[src/rtl/line_fill_unit.sv]
// Line fill unit: assembles a 128-bit cache line from four 32-bit memory reads
// and drains a single-entry store buffer, with a per-access ack timeout.
`timescale 1ns/1ps
module line_fill_unit #(
  parameter int unsigned TIMEOUT = 15
) (
  input  logic         clk,
  input  logic         reset,
  input  logic         fill_req,
  input  logic [15:0]  fill_addr,
  output logic [127:0] fill_line,
  output logic         fill_done,
  output logic         busy,
  input  logic         wr_req,
  input  logic [15:0]  wr_addr,
  input  logic [31:0]  wr_data,
  output logic         wr_accept,
  output logic [15:0]  mem_addr,
  output logic         mem_re,
  output logic         mem_we,
  output logic [31:0]  mem_wdata,
  input  logic [31:0]  mem_rdata,
  input  logic         mem_ack,
  output logic         err
);

  typedef enum logic [1:0] {S_IDLE, S_FILL, S_WRITE, S_DONE} state_t;

  localparam logic [7:0] TO_LIMIT = 8'(TIMEOUT);

  state_t        state_q, state_d;
  logic [15:0]   base_q, base_d;
  logic [1:0]    idx_q, idx_d;
  logic [7:0]    wait_q, wait_d;
  logic [127:0]  line_q, line_d;
  logic          buf_valid_q, buf_valid_d;
  logic [15:0]   buf_addr_q, buf_addr_d;
  logic [31:0]   buf_data_q, buf_data_d;
  logic          err_q, err_d;
  logic          fill_done_q, fill_done_d;
  logic          busy_q, busy_d;
  logic          mem_re_q, mem_re_d;
  logic          mem_we_q, mem_we_d;
  logic [15:0]   mem_addr_q, mem_addr_d;
  logic [31:0]   mem_wdata_q, mem_wdata_d;

  logic          wr_take;
  logic          buf_pending;
  logic [15:0]   eff_addr;
  logic [31:0]   eff_data;
  logic [7:0]    wait_inc;
  logic          timeout;

  // A store captured on the same edge as an IDLE decision already counts as
  // buffered, so it wins over a simultaneous fill request.
  assign wr_take     = wr_req & ~buf_valid_q;
  assign buf_pending = buf_valid_q | wr_take;
  assign eff_addr    = buf_valid_q ? buf_addr_q : wr_addr;
  assign eff_data    = buf_valid_q ? buf_data_q : wr_data;
  assign wait_inc    = wait_q + 8'd1;
  assign timeout     = ((state_q == S_FILL) || (state_q == S_WRITE)) &&
                       !mem_ack && (wait_inc == TO_LIMIT);

  always_ff @(posedge clk or negedge reset) begin
    if (!reset) state_q <= S_IDLE;
    else        state_q <= state_d;
  end

  always_comb begin
    state_d = state_q;
    unique case (state_q)
      S_IDLE: begin
        if (buf_pending)   state_d = S_WRITE;
        else if (fill_req) state_d = S_FILL;
      end
      S_FILL: begin
        if (timeout)                           state_d = S_DONE;
        else if (mem_ack && (idx_q == 2'd3))   state_d = S_DONE;
      end
      S_WRITE: begin
        if (mem_ack || timeout) state_d = S_IDLE;
      end
      S_DONE:  state_d = S_IDLE;
      default: state_d = S_IDLE;
    endcase
  end

  always_comb begin
    base_d      = base_q;
    idx_d       = idx_q;
    wait_d      = '0;
    line_d      = line_q;
    buf_valid_d = buf_valid_q;
    buf_addr_d  = buf_addr_q;
    buf_data_d  = buf_data_q;
    err_d       = err_q | timeout;
    mem_addr_d  = mem_addr_q;
    mem_wdata_d = mem_wdata_q;

    if (wr_take) begin
      buf_valid_d = 1'b1;
      buf_addr_d  = wr_addr;
      buf_data_d  = wr_data;
    end

    unique case (state_q)
      S_IDLE: begin
        if (state_d == S_FILL) begin
          base_d = {fill_addr[15:2], 2'b00};
          idx_d  = '0;
          line_d = '0;
        end
      end
      S_FILL: begin
        if (mem_ack) begin
          line_d[{idx_q, 5'b00000} +: 32] = mem_rdata;
          idx_d = idx_q + 2'd1;
        end else if (!timeout) begin
          wait_d = wait_inc;
        end
      end
      S_WRITE: begin
        if (mem_ack || timeout) buf_valid_d = 1'b0;
        else                    wait_d      = wait_inc;
      end
      default: ;
    endcase

    if (state_d == S_FILL) begin
      mem_addr_d = {base_d[15:2], idx_d};
    end else if (state_d == S_WRITE) begin
      mem_addr_d  = eff_addr;
      mem_wdata_d = eff_data;
    end

    mem_re_d    = (state_d == S_FILL);
    mem_we_d    = (state_d == S_WRITE);
    fill_done_d = (state_d == S_DONE);
    busy_d      = (state_d != S_IDLE);
  end

  always_ff @(posedge clk or negedge reset) begin
    if (!reset) begin
      base_q      <= '0;
      idx_q       <= '0;
      wait_q      <= '0;
      line_q      <= '0;
      buf_valid_q <= 1'b0;
      buf_addr_q  <= '0;
      buf_data_q  <= '0;
      err_q       <= 1'b0;
      fill_done_q <= 1'b0;
      busy_q      <= 1'b0;
      mem_re_q    <= 1'b0;
      mem_we_q    <= 1'b0;
      mem_addr_q  <= '0;
      mem_wdata_q <= '0;
    end else begin
      base_q      <= base_d;
      idx_q       <= idx_d;
      wait_q      <= wait_d;
      line_q      <= line_d;
      buf_valid_q <= buf_valid_d;
      buf_addr_q  <= buf_addr_d;
      buf_data_q  <= buf_data_d;
      err_q       <= err_d;
      fill_done_q <= fill_done_d;
      busy_q      <= busy_d;
      mem_re_q    <= mem_re_d;
      mem_we_q    <= mem_we_d;
      mem_addr_q  <= mem_addr_d;
      mem_wdata_q <= mem_wdata_d;
    end
  end

  assign fill_line = line_q;
  assign fill_done = fill_done_q;
  assign busy      = busy_q;
  assign wr_accept = ~buf_valid_q;
  assign mem_addr  = mem_addr_q;
  assign mem_re    = mem_re_q;
  assign mem_we    = mem_we_q;
  assign mem_wdata = mem_wdata_q;
  assign err       = err_q;

endmodule

[config.mk]
export PLATFORM = sky130hd
export DESIGN_NAME = line_fill_unit
export DESIGN_NICKNAME = d
export VERILOG_FILES = /design/src/rtl/line_fill_unit.sv
export SDC_FILE = /design/constraint.sdc
export NUM_CORES = 1
export LEC_CHECK = 0
export ABC_AREA = 1
export ABC_CLOCK_PERIOD_IN_PS = 4900
export BUFFER_PORTS_ARGS = -buffer_cell sky130_fd_sc_hd__buf_4
export CAP_MARGIN = 10
export CORE_ASPECT_RATIO = 1.4
export CORE_MARGIN = 2
export CORE_UTILIZATION = 35
export DETAILED_ROUTE_END_ITERATION = 16
export HOLD_SLACK_MARGIN = 0.1
export PLACE_DENSITY = 0.66
export SLEW_MARGIN = 20
export SYNTH_ARGS = -nofsm -noshare
export SYNTH_HDL_FRONTEND = slang
export SYNTH_SLANG_ARGS = --single-unit
[constraint.sdc]
create_clock -name clk -period 4.9 [get_ports clk]
set_input_delay 0.735 -clock clk [delete_from_list [all_inputs] [get_ports clk]]
set_output_delay 0.735 -clock clk [all_outputs]
set_load 0.01 [all_outputs]
==> impl_results.md, run 1 <==
* Cell area power density at 592 nW/µm²
* Post-Route WL at 30,800 µm
* Setup Skew at 18.1 ps
* Crit Path Max Fanout at 32
* Final hold violations at 0
* Critical path's largest stage delay at 790 ps
* Top cells by area, synth: dfrtp_1, nand2_1, inv_1
* Syn_nets at 1,334
* Final worst slack at 1330 ps
* Warnings from Yosys at 0
* Yosys top cell area share at 57.7%
* 1st-pass router iterations at 5
* Top-count cell post-synth: nand2_1
* Clk pwr share at 23.0%
* Clock period minus worst slack at 3570 ps
* Placed inst area at 13,600 µm²
* Final core occ at 45.8%
* Root Driver: clkbuf_16
* Critical Path End Type: register
* RSZ-0062 raised after global routing: no
* Clock Sinks at 256
* CTS Hold Bufs at 0
* Hold/Removal Path Class: in2async
* Final setup viols at 0
* First-pass GRT wire length at 49,500 µm
* Worst setup SP type: register
* Die ar. at 33,200 µm²
* Pin count of the biggest net entering global routing at 110
* Stages on the worst setup path at 15
* Critical path buffers and inverters at 1
* Dpl hpwl at 21,000 µm
* Clk pin slew, worst setup/hold paths at 60 ps
* Gpl congestion at 0.810
* NetSw at 3.35 mW
* Top cells by count, synth: nand2_1, dfrtp_1, inv_1, o21ai_0, nand3_1
* Initial Util at 35.3%
* Highest clock rate at 280 MHz
* Post-CTS setup repair buffer count at 0
* Later-pin clock latency in the skew report at 550 ps
* Area grow syn2layout at 29.7%
* Ys async rst share at 100%
* R2r worst-path depth at 15
* Max-cap violation count at 0
* Initial antenna violation count at 1
* Die width at 155 µm
* Cell Area, Synth at 11,100 µm²
* Post_cts resized at 0
* Iteration-0 DRC Markers at 532
* Gate power share at 40.5%
* PortBufs at 280
* Number of synthesized flops with an enable pin at 0
* Pre-CTS WS at 1280 ps
* Post-synthesis sequential area ratio at 57.7%
* Cell mode on critical path: nand2_1
* Post-Route Setup TNS at 0 ps
* Final net count at 1,586
* CTS Buffer Depth at 3
* Critical path required time at 5280 ps
* Slew HR at 31.7%
* Vias at 9,153
* Tightest Pin Transition at 1020 ps
* Slowest-stage cell, CP: a21oi_4
* Leakage at 6.98 nW
* Netlist cell types at 30
* Internal power at 5.17 mW
* Fraction of layout cells with a size suffix above 1 at 26.7%
* Crit Path Category: reg2reg
* Synth Instances at 1,218
* Final ANT Viol Nets at 0
* Grt total ovfl at 0
* Yosys top cell by area: dfrtp_1
* Switch share at 39.3%
* Status: finished, final reports clean
* Final Max Slew Viols at 0
* Mean post-synth cell area at 9.11 µm²
* Reg power frac at 36.5%
* Most used DFF post-synth: dfrtp_1
* I/O Pins at 283
* Vias in the first global route at 9,253
* Core box area at 31,400 µm²
* Wire per inst at 16.4 µm
* Vias per Instance at 4.86
* Overall Global Routing Usage at 18.4%
* Period utilization at 72.9%
* Number of remaining DRC errors at 0
* FF+latch count, synth at 256
* Row count at 77
* Top delay family on crit path: compound AO/OA/AOI/OAI gates
* Fin area at 14,400 µm²
* CTS tree: yes
* H-tree Lvls at 1
* Vert. Die Dim at 215 µm
* Worst path cell trace: ha_1 -> nand3_1 -> o21ai_0 -> nand2_1 -> nor2_1 -> nand2_1 -> nand3_1 -> nand2_1 -> nor2_1 -> ha_1 -> nand2_1 -> a21oi_4 -> inv_2 -> a21oi_4 -> o22ai_1
* Max VDD drop at 0.481 mV
* Critical path data arrival time at 3960 ps
* Clock buffer count from CTS at 27
==> layout make-up <==
cell class | count | area (µm²)
fillers | 3011 | 17000
flip-flops and latches | 256 | 6410
multi-input cells | 732 | 3830
repair buffers | 298 | 2260
clock buffers | 37 | 743
inverters | 155 | 582
well taps | 395 | 494
clock inverters | 8 | 77.6
diodes | 1 | 2.50
==> per-stage QoR <==
stage                     std cells  total power [mW]  hold slack (ps)
after global placement         1836              6.54              453
after detailed placement       1836              6.64              471
after CTS                      1881              8.64              255
final                          1882              8.52              210
after global routing           1881              9.14              288
after floorplan                1218              5.34              439
==> registers in the layout (all words and copies together) (netlist names), 2 cells and up <==
register / flops
fill_line: 128
buf_data_q: 32
mem_wdata: 32
buf_addr_q: 16
mem_addr: 16
base_q: 14
wait_q: 8
idx_q: 2
state_q: 2
==> kinds of logic after synthesis <==
| family | Yosys count | synth area share, % |
|---|---|---|
| buffers and inverters | 230 | 8.10 |
| muxes | 47 | 4.77 |
| and+or+nand+nor | 459 | 16.8 |
| DFF | 256 | 57.7 |
| AOI/OAI and AO/OA | 210 | 10.8 |
| adders and majority gates | 15 | 1.69 |
| xor gates and xnor gates | 1 | 0.0789 |
==> per-layer routing <==
| layer | global-route usage [%] | part of all wire [%] |
|---|---|---|
| met5 | 0 | 0 |
| met1 | 21.3 | 38 |
| met2 | 32.8 | 51 |
| met4 | 7.25 | 3.8 |
| met3 | 4.03 | 7.0 |
==> power by group through the flow <==
stage | Clock, mW | Combinational (mW) | Sequential, mW
detailed placement | 0 | 3.49 | 3.15
global placement | 0 | 3.42 | 3.12
finish | 1.96 | 3.45 | 3.11
floorplan | 0 | 2.18 | 3.17
global route | 2.09 | 3.86 | 3.19
CTS | 2.02 | 3.50 | 3.12
==> worst paths after layout <==
path	from	end	slack (ps)
worst min register to register	err	err	480
max in group asynchronous	reset	buf_valid_q	3450
worst max-delay path	wait_q[0]	fill_line[26]	1330
worst min-delay path	reset	fill_line[57]	210
min in group clk	wr_data[21]	buf_data_q[21]	420
worst max register to register	wait_q[0]	fill_line[26]	1330
==> cell usage in the layout (no fill, tap or decap), types with 3 or more instances in the layout <==
| cell type | instances |
|---|---|
| buf_4 | 296 |
| nand2_1 | 285 |
| dfrtp_1 | 255 |
| inv_1 | 151 |
| o21ai_0 | 103 |
| nand3_1 | 69 |
| nor2_1 | 64 |
| mux2_2 | 47 |
| a31oi_1 | 47 |
| o22ai_1 | 33 |
| nor3_1 | 30 |
| clkbuf_16 | 27 |
| ha_1 | 14 |
| o21ai_1 | 10 |
| clkbuf_1 | 7 |
| a21oi_1 | 6 |
| nand4_1 | 4 |
| o31ai_1 | 4 |
| a21oi_4 | 3 |
| nor2_2 | 3 |
| clkinv_2 | 3 |
| clkbuf_8 | 3 |
Power figures use the tool's default switching activity.
==> inputs of run 2 (changes only) <==
--- a/config.mk
+++ b/config.mk
@@ -6,7 +6,7 @@
 export NUM_CORES = 1
 export LEC_CHECK = 0
 export ABC_AREA = 1
-export ABC_CLOCK_PERIOD_IN_PS = 4900
+export ABC_CLOCK_PERIOD_IN_PS = 3550
 export BUFFER_PORTS_ARGS = -buffer_cell sky130_fd_sc_hd__buf_4
 export CAP_MARGIN = 10
 export CORE_ASPECT_RATIO = 1.4
==> constraint.sdc (replaced) <==
create_clock -name clk -period 3.55 [get_ports clk]
set_input_delay 0.5325 -clock clk [delete_from_list [all_inputs] [get_ports clk]]
set_output_delay 0.5325 -clock clk [all_outputs]
set_load 0.01 [all_outputs]
==> run 2 against run 1 <==
Net effect:
- sequential share of layout area down 0.90 points
- register-to-register slack worse by 910 ps
- combinational power up 48%
- sequential power up 35%
- clock skew down 11 ps
- power up 45%
- worst setup slack worse by 910 ps
- via count up 1.1%
- utilization up 0.95 points
- non-clock buffer count up 9
- hold slack better by 25 ps
- critical path type unchanged
- highest routed layer unchanged
==> impl_results.md, run 2 (same netlist as run 1, synthesis figures left out) <==
* First-pass GRT wire length at 49,400 µm (-0.21%)
* Initial Util at 35.3% (unchanged)
* Reg2reg start: wait_q[0]
* Clk pin slew, worst setup/hold paths at 60 ps (about the same)
* CTS Buffer Depth at 3 (unchanged)
* Dpl hpwl at 21,100 µm (+0.34%)
* Final net count at 1,596 (+0.63%)
* R2r worst-path depth at 17 (+2)
* Critical path required time at 3980 ps (-1300 ps)
* Row count at 77 (unchanged)
* Tightest Pin Transition at 687 ps (-335 ps)
* Critical Path End: fill_line[52]
* Grt total ovfl at 0 (unchanged)
* Stages on the worst setup path at 17 (+2)
* Final hold violations at 0 (unchanged)
* Gpl congestion at 0.805 (-0.67%)
* Crit Path Max Fanout at 32 (unchanged)
* R2R setup slack at 420 ps (-910 ps)
* Cell area power density at 843 nW/µm² (+42%)
* I/O Pins at 283 (unchanged)
* Overall Global Routing Usage at 18.3% (-0.067 points)
* Highest clock rate at 320 MHz (+14%)
* Worst path cell trace: ha_1 -> nand3_1 -> o21ai_1 -> nand2_1 -> nor2_1 -> nand2_1 -> nand3_1 -> nand2_1 -> nor2_1 -> ha_1 -> nand2_1 -> a21oi_4 -> inv_2 -> a21oi_4 -> buf_12 -> o31ai_1 -> o21a_1
* Vias in the first global route at 9,227 (-0.28%)
* H-tree Lvls at 1 (unchanged)
* Clock buffer count from CTS at 27 (unchanged)
* Fillers at 3,018 (+0.23%)
* Die width at 155 µm (unchanged)
* Total power at 12.4 mW (+45%)
* Vias per Instance at 4.89 (+0.45%)
* Final Max Slew Viols at 0 (unchanged)
* Hold/Removal Path Class: in2reg
* Setup Skew at 7.61 ps (-10.5 ps)
* Final worst slack at 420 ps (-909 ps)
* Clock Sinks at 256 (unchanged)
* Vert. Die Dim at 215 µm (unchanged)
* Post-Route WL at 31,400 µm (+1.8%)
* Critical path data arrival time at 3560 ps (-400 ps)
* Fin area at 14,700 µm² (+2.1%)
* Period utilization at 88.2% (+15 points)
* Clock period minus worst slack at 3130 ps (-441 ps)
* Wire per inst at 16.6 µm (+1.2%)
* CTS tree: yes
* Status: finished, final reports clean
* Top delay family on crit path: compound AO/OA/AOI/OAI gates
* Pre-CTS WS at 360 ps (-920 ps)
* Later-pin clock latency in the skew report at 540 ps (about the same)
* Commonest cells after routing, fill and taps aside: buf_4, nand2_1, dfrtp_1
* Post-Route Setup TNS at 0 ps (unchanged)
* Iteration-0 DRC Markers at 425 (-20%)
* CP startpoint: wait_q[0]
* Vias at 9,253 (+1.1%)
* Max-cap violation count at 0 (unchanged)
* Placed inst area at 13,700 µm² (+0.70%)
* Final core occ at 46.8% (+0.95 points)
* Slew HR at 54.2% (+23 points)
* Cell mode on critical path: nand2_1
* Leakage at 7.13 nW (+2.1%)
* Die ar. at 33,200 µm² (unchanged)
* Worst setup SP type: register
* Max VDD drop at 0.541 mV (+12%)
* Fraction of layout cells with a size suffix above 1 at 27.6% (+0.84 points)
* Initial antenna violation count at 1 (unchanged)
* Critical path's largest stage delay at 450 ps (-340 ps)
* Critical Path End Type: register
* Final setup viols at 0 (unchanged)
* Slowest-stage cell, CP: dfrtp_1
* Root Driver: clkbuf_16
* Core box area at 31,400 µm² (unchanged)
* Critical path buffers and inverters at 2 (+1)
* Number of remaining DRC errors at 0 (unchanged)
* 1st-pass router iterations at 5 (unchanged)
* Crit Path Category: reg2reg
* Pin count of the biggest net entering global routing at 89 (-19%)
* Final ANT Viol Nets at 0 (unchanged)
* Area grow syn2layout at 32.3%
* PortBufs at 280 (unchanged)
* Commonest non-fill, non-tap cell in the layout: buf_4
* Max FFs per register at 128 (unchanged)
* Diodes inserted at 0 (-1)
* RR Endpoint: fill_line[52]
* RSZ-0062 raised after global routing: no
run 2: changes by cell type in the layout (fill, tap and decap cells not counted), sizes merged, moves of 2 or more:
cell / delta
inv: -2
clkbuf: +2
buf: +7
bufinv: +4
run 2: how the worst min path moves through the flow:
stage                     cells after the start       endpoint       start
after global routing                          2  buf_data_q[5]  wr_data[5]
final                                         2  buf_addr_q[0]  wr_addr[0]
after floorplan                               0     base_q[10]       reset
after CTS                                     2  buf_data_q[5]  wr_data[5]
after detailed placement                      2            err         err
after global placement                        2            err         err
run 2: per-layer routing:
layer | routed length, µm | up-vias | GRT usage (%)
met5 | 0 | - | 0
li1 | - | 4464 | -
met1 | 12200 | 4433 | 21.2
met3 | 2120 | 55 | 3.75
met4 | 973 | 0 | 6.48
met2 | 16100 | 301 | 33.2
run 2: worst reg2reg max path, cell delays in order, from the launching register on:
cell and delay [ps]:
dfrtp_1 450, ha_1 220, nand3_1 150, o21ai_1 200, nand2_1 70, nor2_1 100, nand2_1 150, nand3_1 130
nand2_1 50, nor2_1 130, ha_1 190, nand2_1 100, a21oi_4 280, inv_2 130, a21oi_4 210, buf_12 230
o31ai_1 110, o21a_1 120
run 2: per-stage QoR:
stage,instances,hold slack (ps)
after detailed placement,1842,457
final,1894,235
after CTS,1891,203
after global placement,1842,453
after floorplan,1218,237
after global routing,1894,216
run 2: final cells by class:
| cell class | instances | area [µm²] | area share, % |
|---|---|---|---|
| clock buffer | 38 | 797 | 5.42 |
| clock inverter | 10 | 178 | 1.21 |
| inverter | 155 | 582 | 3.96 |
| multi-input combinational | 733 | 3840 | 26.1 |
| sequential | 256 | 6410 | 43.6 |
| tap | 395 | 494 | 3.36 |
| timing repair buffer | 307 | 2390 | 16.3 |
run 2: repair_timing:
| item | in CTS | in global routing |
|---|---|---|
| setup endpoints to repair | 0 | 10 |
| hold buffers | 1 | 0 |
| buffers inserted | 0 | 1 |
| hold endpoints to repair | 84 | 0 |
| resized for setup | 0 | 1 |
run 2: power by group:
part           internal (mW)  switching (mW)
combinational           1.97            3.13
clock                   1.92            1.16
sequential              3.78           0.433
total                   7.66            4.72
==> inputs of run 3 (changes only) <==
--- a/config.mk
+++ b/config.mk
@@ -14,6 +14,7 @@
 export CORE_UTILIZATION = 35
 export DETAILED_ROUTE_END_ITERATION = 16
 export HOLD_SLACK_MARGIN = 0.1
+export MAX_ROUTING_LAYER = met4
 export PLACE_DENSITY = 0.66
 export SLEW_MARGIN = 20
 export SYNTH_ARGS = -nofsm -noshare
==> run 3 against run 2 <==
Net effect:
- utilization is essentially flat
- critical path type unchanged
- critical endpoint unchanged
- register-to-register slack is essentially flat
- largest cell class unchanged
- design area is essentially flat
==> impl_results.md, run 3 (same netlist as run 1, synthesis figures left out) <==
* Final hold violations at 0 (unchanged)
* Max VDD drop at 0.540 mV (-0.14%)
* Cell area power density at 843 nW/µm² (about the same)
* Max-cap violation count at 0 (unchanged)
* Max FFs per register at 128 (unchanged)
* Final setup viols at 0 (unchanged)
* Vias at 9,254 (+0.011%)
* Commonest cells after routing, fill and taps aside: buf_4, nand2_1, dfrtp_1
* Clk pwr share at 24.8% (about the same)
* Number of remaining DRC errors at 0 (unchanged)
* R2r worst-path depth at 17 (unchanged)
* Critical path's largest stage delay at 450 ps (about the same)
* Gpl congestion at 0.816 (+1.5%)
* Later-pin clock latency in the skew report at 540 ps (about the same)
* Stages on the worst setup path at 17 (unchanged)
* Critical path data arrival time at 3550 ps (about the same)
* Row count at 77 (unchanged)
* Internal power at 7.66 mW (about the same)
* Critical path buffers and inverters at 2 (unchanged)
* Vert. Die Dim at 215 µm (unchanged)
* Clk pin slew, worst setup/hold paths at 60 ps (about the same)
* Area grow syn2layout at 32.4% (about the same)
* Core box area at 31,400 µm² (unchanged)
* Status: finished, final reports clean
* RR Endpoint: fill_line[52]
* Final worst slack at 423 ps (+2.90 ps)
* Switch share at 38.2% (about the same)
* Worst path cell trace: ha_1 -> nand3_1 -> o21ai_1 -> nand2_1 -> nor2_1 -> nand2_1 -> nand3_1 -> nand2_1 -> nor2_1 -> ha_1 -> nand2_1 -> a21oi_4 -> inv_2 -> a21oi_4 -> buf_12 -> o31ai_1 -> o21a_1
* Gate power share at 41.2% (about the same)
* Initial Util at 35.3% (unchanged)
* Commonest non-fill, non-tap cell in the layout: buf_4
* Setup Skew at 9.53 ps (+1.92 ps)
* Top delay family on crit path: compound AO/OA/AOI/OAI gates
* Post-Route Setup TNS at 0 ps (unchanged)
* Iteration-0 DRC Markers at 455 (+7.1%)
* Reg2reg start: wait_q[0]
* PortBufs at 280 (unchanged)
* RSZ-0062 raised after global routing: no
* Slowest-stage cell, CP: dfrtp_1
* Vias in the first global route at 9,242 (+0.16%)
* Hold Path Depth at 2 (unchanged)
* Critical path required time at 3980 ps (about the same)
* H-tree Lvls at 1 (unchanged)
* NetSw at 4.73 mW (+0.10%)
* I/O Pins at 283 (unchanged)
* Vias per Instance at 4.88 (about the same)
* Hold EP: buf_data_q[9]
* Fraction of layout cells with a size suffix above 1 at 27.6% (unchanged)
* Hold path startpoint: wr_data[9]
* Clock period minus worst slack at 3130 ps (-2.90 ps)
* Period utilization at 88.1% (about the same)
* Critical Path End Type: register
* Cell mode on critical path: nand2_1
* CTS tree: yes
* CTS Buffer Depth at 3 (unchanged)
* Fillers at 3,017 (-0.033%)
* Die ar. at 33,200 µm² (unchanged)
* Crit Path Max Fanout at 32 (unchanged)
* Overall Global Routing Usage at 18.8% (+0.55 points)
* Reg power frac at 34.0% (about the same)
* Hold/Removal Path Class: in2reg
* Worst setup SP type: register
* Post-Route WL at 31,400 µm (+0.26%)
* Final Max Slew Viols at 0 (unchanged)
* Pin count of the biggest net entering global routing at 89 (unchanged)
* Leakage at 7.13 nW (unchanged)
* Crit Path Category: reg2reg
* Initial antenna violation count at 1 (unchanged)
* Clock buffer count from CTS at 27 (unchanged)
* 1st-pass router iterations at 5 (unchanged)
* Root Driver: clkbuf_16
* Highest clock rate at 320 MHz (about the same)
* First-pass GRT wire length at 49,300 µm (about the same)
* Die width at 155 µm (unchanged)
* Slew HR at 54.2% (about the same)
* R2R setup slack at 420 ps (about the same)
* Final ANT Viol Nets at 0 (unchanged)
* Tightest Pin Transition at 688 ps (+0.183 ps)
* Clock Sinks at 256 (unchanged)
* Dpl hpwl at 21,100 µm (unchanged)
* Grt total ovfl at 0 (unchanged)
* Final net count at 1,596 (unchanged)
* Pre-CTS WS at 360 ps (unchanged)
* Wire per inst at 16.6 µm (+0.21%)
## run 3: cell types whose count changed in the layout (fill, tap and decap cells not counted)
| cell | delta |
|---|---|
| diode_2 | +1 |
## run 3: through the flow
stage	total power, mW	hold WS, ps	std cells	utilization, %	area (µm²)
2_1_floorplan	7.38	237	1218	-	11100
3_3_place_gp	9.14	453	1842	43.5	13700
3_5_place_dp	9.28	457	1842	43.5	13700
4_1_cts	12.4	203	1891	46.6	14700
5_1_grt	13.3	216	1895	46.8	14700
6_report	12.4	235	1895	46.8	14700
## run 3: layout make-up
type	instances	area (µm²)	share of cell area [%]
repair buffers	307	2390	16.3
clock inverters	10	178	1.21
clock buffers	38	797	5.42
diodes	1	2.50	0.0170
flip-flops and latches	256	6410	43.6
well taps	395	494	3.36
multi-input cells	733	3840	26.1
inverters	155	582	3.96
## run 3: per-layer routing
layer | wire length [µm] | track usage [%] | part of all wire (%) | up-vias
li1 | - | - | - | 4470
met1 | 12300 | 21.3 | 39 | 4452
met2 | 16100 | 33.2 | 51 | 279
met3 | 2010 | 3.59 | 6.4 | 53
met4 | 970 | 6.48 | 3.1 | 0
met5 | 0 | - | 0 | -
## run 3: power by group through the flow
stage	Clock [mW]	Combinational (mW)	Sequential, mW
2_1_floorplan	0	3.01	4.37
3_3_place_gp	0	4.93	4.22
3_5_place_dp	0	5.02	4.25
4_1_cts	3.16	5.04	4.22
5_1_grt	3.27	5.67	4.31
6_report	3.07	5.10	4.21
## run 3: repair_timing
item | 4_1_cts | 5_1_grt
buffers inserted | 0 | 1
hold buffers | 1 | 0
hold endpoints to repair | 84 | 0
endpoints found under the setup margin | 0 | 10
gates resized for setup | 0 | 1
## run 3: how the worst max path moves through the flow
stage	from	end	slack [ps]
detailed placement	wait_q[0]	fill_line[52]	360
global placement	wait_q[0]	fill_line[52]	420
finish	wait_q[0]	fill_line[52]	420
CTS	wait_q[0]	fill_line[52]	330
global route	state_q[1]	fill_line[29]	20
floorplan	wait_q[0]	fill_line[63]	770
